===== src/rtl/fetch_queue_unit.sv =====
`default_nettype none
// ============================================================================
// Module   : fetch_queue_unit
// Brief    : Pipelined instruction-fetch front end with PC-tagged FIFO and redirect flush.
// Revision : 1.0
// ============================================================================
module fetch_queue_unit #(
    parameter int                ADDR_W   = 64,
    parameter int                INST_W   = 32,
    parameter int                DEPTH    = 4,
    parameter int                MAX_OUT  = 2,
    parameter logic [ADDR_W-1:0] RESET_PC = '0
) (
    input  logic                         clk,
    input  logic                         reset,
    input  logic                         fetch_enable,
    input  logic                         redirect_valid,
    input  logic [ADDR_W-1:0]            redirect_pc,
    output logic                         icache_req_valid,
    input  logic                         icache_req_ready,
    output logic [ADDR_W-1:0]            icache_req_addr,
    input  logic                         icache_resp_valid,
    input  logic [INST_W-1:0]            icache_resp_data,
    output logic                         out_valid,
    input  logic                         out_ready,
    output logic [INST_W-1:0]            out_inst,
    output logic [ADDR_W-1:0]            out_pc,
    output logic [$clog2(DEPTH+1)-1:0]   queue_count
);

    localparam int c_INC    = INST_W / 8;
    localparam int c_CNT_W  = $clog2(DEPTH + 1);
    localparam int c_PTR_W  = $clog2(DEPTH);
    localparam int c_OUT_W  = $clog2(MAX_OUT + 1);
    localparam int c_TAG_PW = (MAX_OUT > 1) ? $clog2(MAX_OUT) : 1;
    localparam logic [ADDR_W-1:0] c_INC_A      = ADDR_W'(c_INC);
    localparam logic [ADDR_W-1:0] c_ALIGN_MASK = ~ADDR_W'(c_INC - 1);

    logic [ADDR_W-1:0]   r_pc;
    logic [c_OUT_W-1:0]  r_inflight;
    logic [c_OUT_W-1:0]  r_stale;
    logic [c_CNT_W-1:0]  r_count;
    logic [c_PTR_W-1:0]  r_wr_ptr;
    logic [c_PTR_W-1:0]  r_rd_ptr;
    logic [c_TAG_PW-1:0] r_tag_wr;
    logic [c_TAG_PW-1:0] r_tag_rd;
    logic [INST_W-1:0]   r_inst_mem [DEPTH];
    logic [ADDR_W-1:0]   r_pc_mem   [DEPTH];
    logic [ADDR_W-1:0]   r_tag_mem  [MAX_OUT];

    logic [c_OUT_W:0] w_out_sum;
    logic [c_CNT_W:0] w_occ_sum;
    logic             w_fire;
    logic             w_resp_live;
    logic             w_resp_drop;
    logic             w_pop;

    function automatic logic [c_TAG_PW-1:0] f_tag_next(input logic [c_TAG_PW-1:0] p);
        return (p == c_TAG_PW'(MAX_OUT - 1)) ? '0 : p + c_TAG_PW'(1);
    endfunction

    // Stale requests still hold cache credit but no longer reserve FIFO space.
    assign w_out_sum = {1'b0, r_inflight} + {1'b0, r_stale};
    assign w_occ_sum = {1'b0, r_count} + (c_CNT_W + 1)'(r_inflight);

    assign icache_req_valid = fetch_enable & ~redirect_valid
                            & (w_out_sum < (c_OUT_W + 1)'(MAX_OUT))
                            & (w_occ_sum < (c_CNT_W + 1)'(DEPTH));
    assign icache_req_addr  = r_pc;

    assign w_fire      = icache_req_valid & icache_req_ready;
    assign w_resp_live = icache_resp_valid & ~redirect_valid & (r_stale == '0);
    assign w_resp_drop = icache_resp_valid & ~redirect_valid & (r_stale != '0);
    assign w_pop       = out_valid & out_ready & ~redirect_valid;

    assign out_valid   = (r_count != '0);
    assign out_inst    = out_valid ? r_inst_mem[r_rd_ptr] : '0;
    assign out_pc      = out_valid ? r_pc_mem[r_rd_ptr]   : '0;
    assign queue_count = r_count;

    always_ff @(posedge clk) begin
        if (reset) begin
            r_pc       <= RESET_PC;
            r_inflight <= '0;
            r_stale    <= '0;
            r_count    <= '0;
            r_wr_ptr   <= '0;
            r_rd_ptr   <= '0;
            r_tag_wr   <= '0;
            r_tag_rd   <= '0;
        end else if (redirect_valid) begin
            // A response landing this cycle retires one of the requests being orphaned.
            r_pc       <= redirect_pc & c_ALIGN_MASK;
            r_stale    <= r_stale + r_inflight - c_OUT_W'(icache_resp_valid);
            r_inflight <= '0;
            r_count    <= '0;
            r_wr_ptr   <= '0;
            r_rd_ptr   <= '0;
            r_tag_wr   <= '0;
            r_tag_rd   <= '0;
        end else begin
            if (w_fire) begin
                r_pc     <= r_pc + c_INC_A;
                r_tag_wr <= f_tag_next(r_tag_wr);
            end
            if (w_resp_live) begin
                r_tag_rd <= f_tag_next(r_tag_rd);
                r_wr_ptr <= r_wr_ptr + c_PTR_W'(1);
            end
            if (w_resp_drop) begin
                r_stale <= r_stale - c_OUT_W'(1);
            end
            if (w_pop) begin
                r_rd_ptr <= r_rd_ptr + c_PTR_W'(1);
            end
            r_inflight <= r_inflight + c_OUT_W'(w_fire) - c_OUT_W'(w_resp_live);
            r_count    <= r_count + c_CNT_W'(w_resp_live) - c_CNT_W'(w_pop);
        end
    end

    // Storage arrays carry no reset; validity is tracked by the pointers and counts.
    always_ff @(posedge clk) begin
        if (w_fire) begin
            r_tag_mem[r_tag_wr] <= r_pc;
        end
        if (w_resp_live) begin
            r_inst_mem[r_wr_ptr] <= icache_resp_data;
            r_pc_mem[r_wr_ptr]   <= r_tag_mem[r_tag_rd];
        end
    end

    a_no_overflow : assert property (@(posedge clk) disable iff (reset)
        w_resp_live |-> (r_count < c_CNT_W'(DEPTH)));

endmodule
`default_nettype wire


===== config.mk =====
export PLATFORM = sky130hd
export DESIGN_NAME = fetch_queue_unit
export DESIGN_NICKNAME = d
export VERILOG_FILES = /design/src/rtl/fetch_queue_unit.sv
export SDC_FILE = /design/constraint.sdc
export NUM_CORES = 1
export LEC_CHECK = 0
export BUFFER_PORTS_ARGS = -buffer_cell sky130_fd_sc_hd__buf_2
export CORE_ASPECT_RATIO = 2
export CORE_UTILIZATION = 30
export CTS_CLUSTER_SIZE = 28
export DETAILED_ROUTE_END_ITERATION = 6
export PLACE_DENSITY_LB_ADDON = 0.05
export SLEW_MARGIN = 25
export SYNTH_ARGS = -nofsm -noshare
export SYNTH_HDL_FRONTEND = slang
export SYNTH_SLANG_ARGS = --single-unit

===== constraint.sdc =====
create_clock -name clk -period 7.5 [get_ports clk]
set_clock_uncertainty 0.1 [all_clocks]
set_input_delay 1.5 -clock clk [delete_from_list [all_inputs] [get_ports clk]]
set_output_delay 1.5 -clock clk [all_outputs]
set_load 0.01 [all_outputs]

==> results.md <==
- Post-CTS Resized: 0
- Register area: 16600 sq um
- Final net count: 1780
- Root Buffer: clkbuf_16
- Final Util: 35.8%
- FFs w/ async S/R, synth: 0%
- Slew HR: 30.6%
- Fill cells: 7448
- Status: finished clean
- Area of the core: 76900 sq um
- Row count: 144
- Yosys reg bits: 578
- Fin. Hold Viols: 0
- Dpl hpwl: 40900 um
- Clk pwr share: 40.5%
- Reg2Reg Depth: 8
- Main synth FF type: edfxtp_1
- Period utilization: 62.9%
- Cell taking the most area after synthesis: edfxtp_1
- Die width: 199 um
- Largest net degree at the start of global routing: 68
- Clock Path Buffers: 3
- # DRC: 0
- Via count: 13400
- Die height: 396 um
- Max Freq: 212 MHz
- Synth Instances: 1400
- ANT nets after route: 0
- Clock latency on the worst-skew pair: 0.62 ns
- Sw Share: 22.8%
- Crit path time final: 4.72 ns
- Initial DRC count: 620
- P_sw: 1590 uW
- # Max-Cap Violations: 0
- Post CTS Setup Buffer Count: 0
- Area of the multi-input gates: 6290 sq um
- Setup crit end kind: output pin
- Final Non-Filler Cells: 2728
- Placed Instances: 2627
- Critical Path AT: 3.12 ns
- Wire length per cell: 24.3 um
- Syn Std Cell Area: 23300 sq um
- GRT Total Usage: 17.0%
- Worst hold margin: 0.394 ns
- Max IR drop VDD: 0.170 mV
- Initial antenna violation count: 17
- Sequential share of the synthesized area: 71.2%
- Synth cell count leaders: edfxtp_1 (500), and2_1 (103), mux4_2 (94), dfxtp_1 (78), a21oi_1 (64)
- IO Pins: 268
- TNS Setup: 0 ns
- Gp weighted congestion: 0.781
- Layout cells sized above 1: 32.1%
- Count of final setup violators: 0
- First-pass GRT wire length: 96500 um
- IO buf count: 261
- TritonCTS Buffers: 54
- Crit path max fanout: 55
- PwrDens: 252 nW/um^2
- Yosys top cell area share: 64.5%
- Synth cell types: 61
- Most frequent cell after synthesis: edfxtp_1
- Vias in the first global route: 14100
- Comb power frac: 6.5%
- CTS tree: built
- P&R area growth vs syn: 18.5%
- Cell internal pwr: 5350 uW
- Die area: 78700 sq um
- Reg power frac: 53.0%
- Vias per inst: 4.91
- Worst path required time: 5.90 ns
- Post-synth EDFFs: 500
- Clock transition at path regs: 0.06 ns
- Initial Util: 30.2%
- Hold Crit Class: register to register
- Ranking of synthesized cells by area: edfxtp_1 (65%), mux4_2 (9.1%), dfxtp_1 (6.7%)
- CTS HTree Levels: 2
- Worst-Margin Slew: 1.04 ns
- Pre-antenna DRT Iters: 4
- CTS sink count: 578
- GRT overflow: 0
- Unrepaired setup endpoints after global routing: false
- Synthesized area per cell: 16.6 sq um
- Total Power: 6940 uW
- Routed WL: 66200 um
- Post-cts hold buffer count: 0
- Leakage: 0.00940 uW
- Max Slew Vio Count: 0
- Crit start category: register
- Synth warn: 0
- Hold path cells: 2
- CP Class: register to output pin
-- worst paths after layout --
path | startpoint | endpoint | slack (ns)
setup / recovery | register | out_pc[20] | 2.78
hold / removal | r_wr_ptr[1]$_SDFFE_PP0N_ | r_wr_ptr[1]$_SDFFE_PP0N_ | 0.39
setup reg to reg | r_inflight[0]$_SDFF_PP0_ | r_tag_mem[0][58]$_DFFE_PP_ | 3.30
hold reg to reg | r_wr_ptr[1]$_SDFFE_PP0N_ | r_wr_ptr[1]$_SDFFE_PP0N_ | 0.39
-- sequential cells by signal, summed over array words and instances (netlist names), named ones only --
name,count
r_pc_mem,248
r_inst_mem,128
r_tag_mem,124
icache_req_addr,62
queue_count,3
r_inflight,2
r_rd_ptr,2
r_stale,2
r_wr_ptr,2
r_tag_rd,1
r_tag_wr,1
-- power groups by stage --
| stage | clock network [uW] | logic, uW | registers (uW) |
|---|---|---|---|
| after floorplan | 0 | 256 | 3730 |
| after global placement | 0 | 452 | 3750 |
| after detailed placement | 0 | 464 | 3750 |
| after CTS | 2920 | 465 | 3680 |
| after global routing | 3020 | 499 | 3690 |
| final | 2810 | 450 | 3680 |
-- final cells by class --
| cell class | instances | area share, % |
|---|---|---|
| flip-flops and latches | 578 | 60.2 |
| multi-input cells | 720 | 22.8 |
| repair buffers | 286 | 5.60 |
| clock buffers | 64 | 5.19 |
| well taps | 1022 | 4.64 |
| clock inverters | 36 | 1.28 |
| inverters | 21 | 0.286 |
| diodes | 1 | 0.00908 |
-- per-stage QoR --
stage,instance area (sq um),worst slack [ns]
after floorplan,23300,1.92
after global placement,25700,2.70
after detailed placement,25800,2.69
after CTS,27600,2.57
after global routing,27600,2.55
final,27600,2.78
-- metal layers --
metal / track usage [%] / share of wire [%] / vias to the layer above
met5: 0 / 0.21 / -
met4: 5.08 / 2.5 / 20
met3: 3.90 / 6.0 / 102
met2: 29.8 / 51 / 408
met1: 20.6 / 41 / 6890
li1: - / - / 5988
-- worst max-delay path, stage by stage, from the launching register on --
cell and delay (ns):
dfxtp_4 0.87, buf_4 0.85, mux4_2 0.40, and2_1 0.20, buf_2 0.15
-- cells in the final DEF (no fill, tap or decap), drive strengths merged, types with 3 or more instances in the layout --
cell     count
edfxtp     500
buf        286
and2       103
mux4        94
dfxtp       78
a21oi       64
clkbuf      64
mux2        62
nand2       55
nor2        49
nand3       32
nand4       32
and3        29
clkinv      26
inv         23
a31oi       22
o21ai       20
xnor2       17
nor3        15
ha          14
xor2        13
nor4        13
o22ai       11
o211ai      11
a211oi       8
bufinv       6
or3          6
and4         5
or4          5
a41oi        4
a32oi        4
conb         4
or2          4
a2bb2oi      3
-- logic make-up after synthesis --
logic type	Yosys count	synth area share, %
flops	578	71.2
compound gates	157	4.09
simple gates	357	8.60
xor+xnor	30	1.13
mux	156	12.1
buf+inv	105	1.89
fa+ha+maj	16	0.925
other cells	1	0.0161
Power figures use the tool's default switching activity.
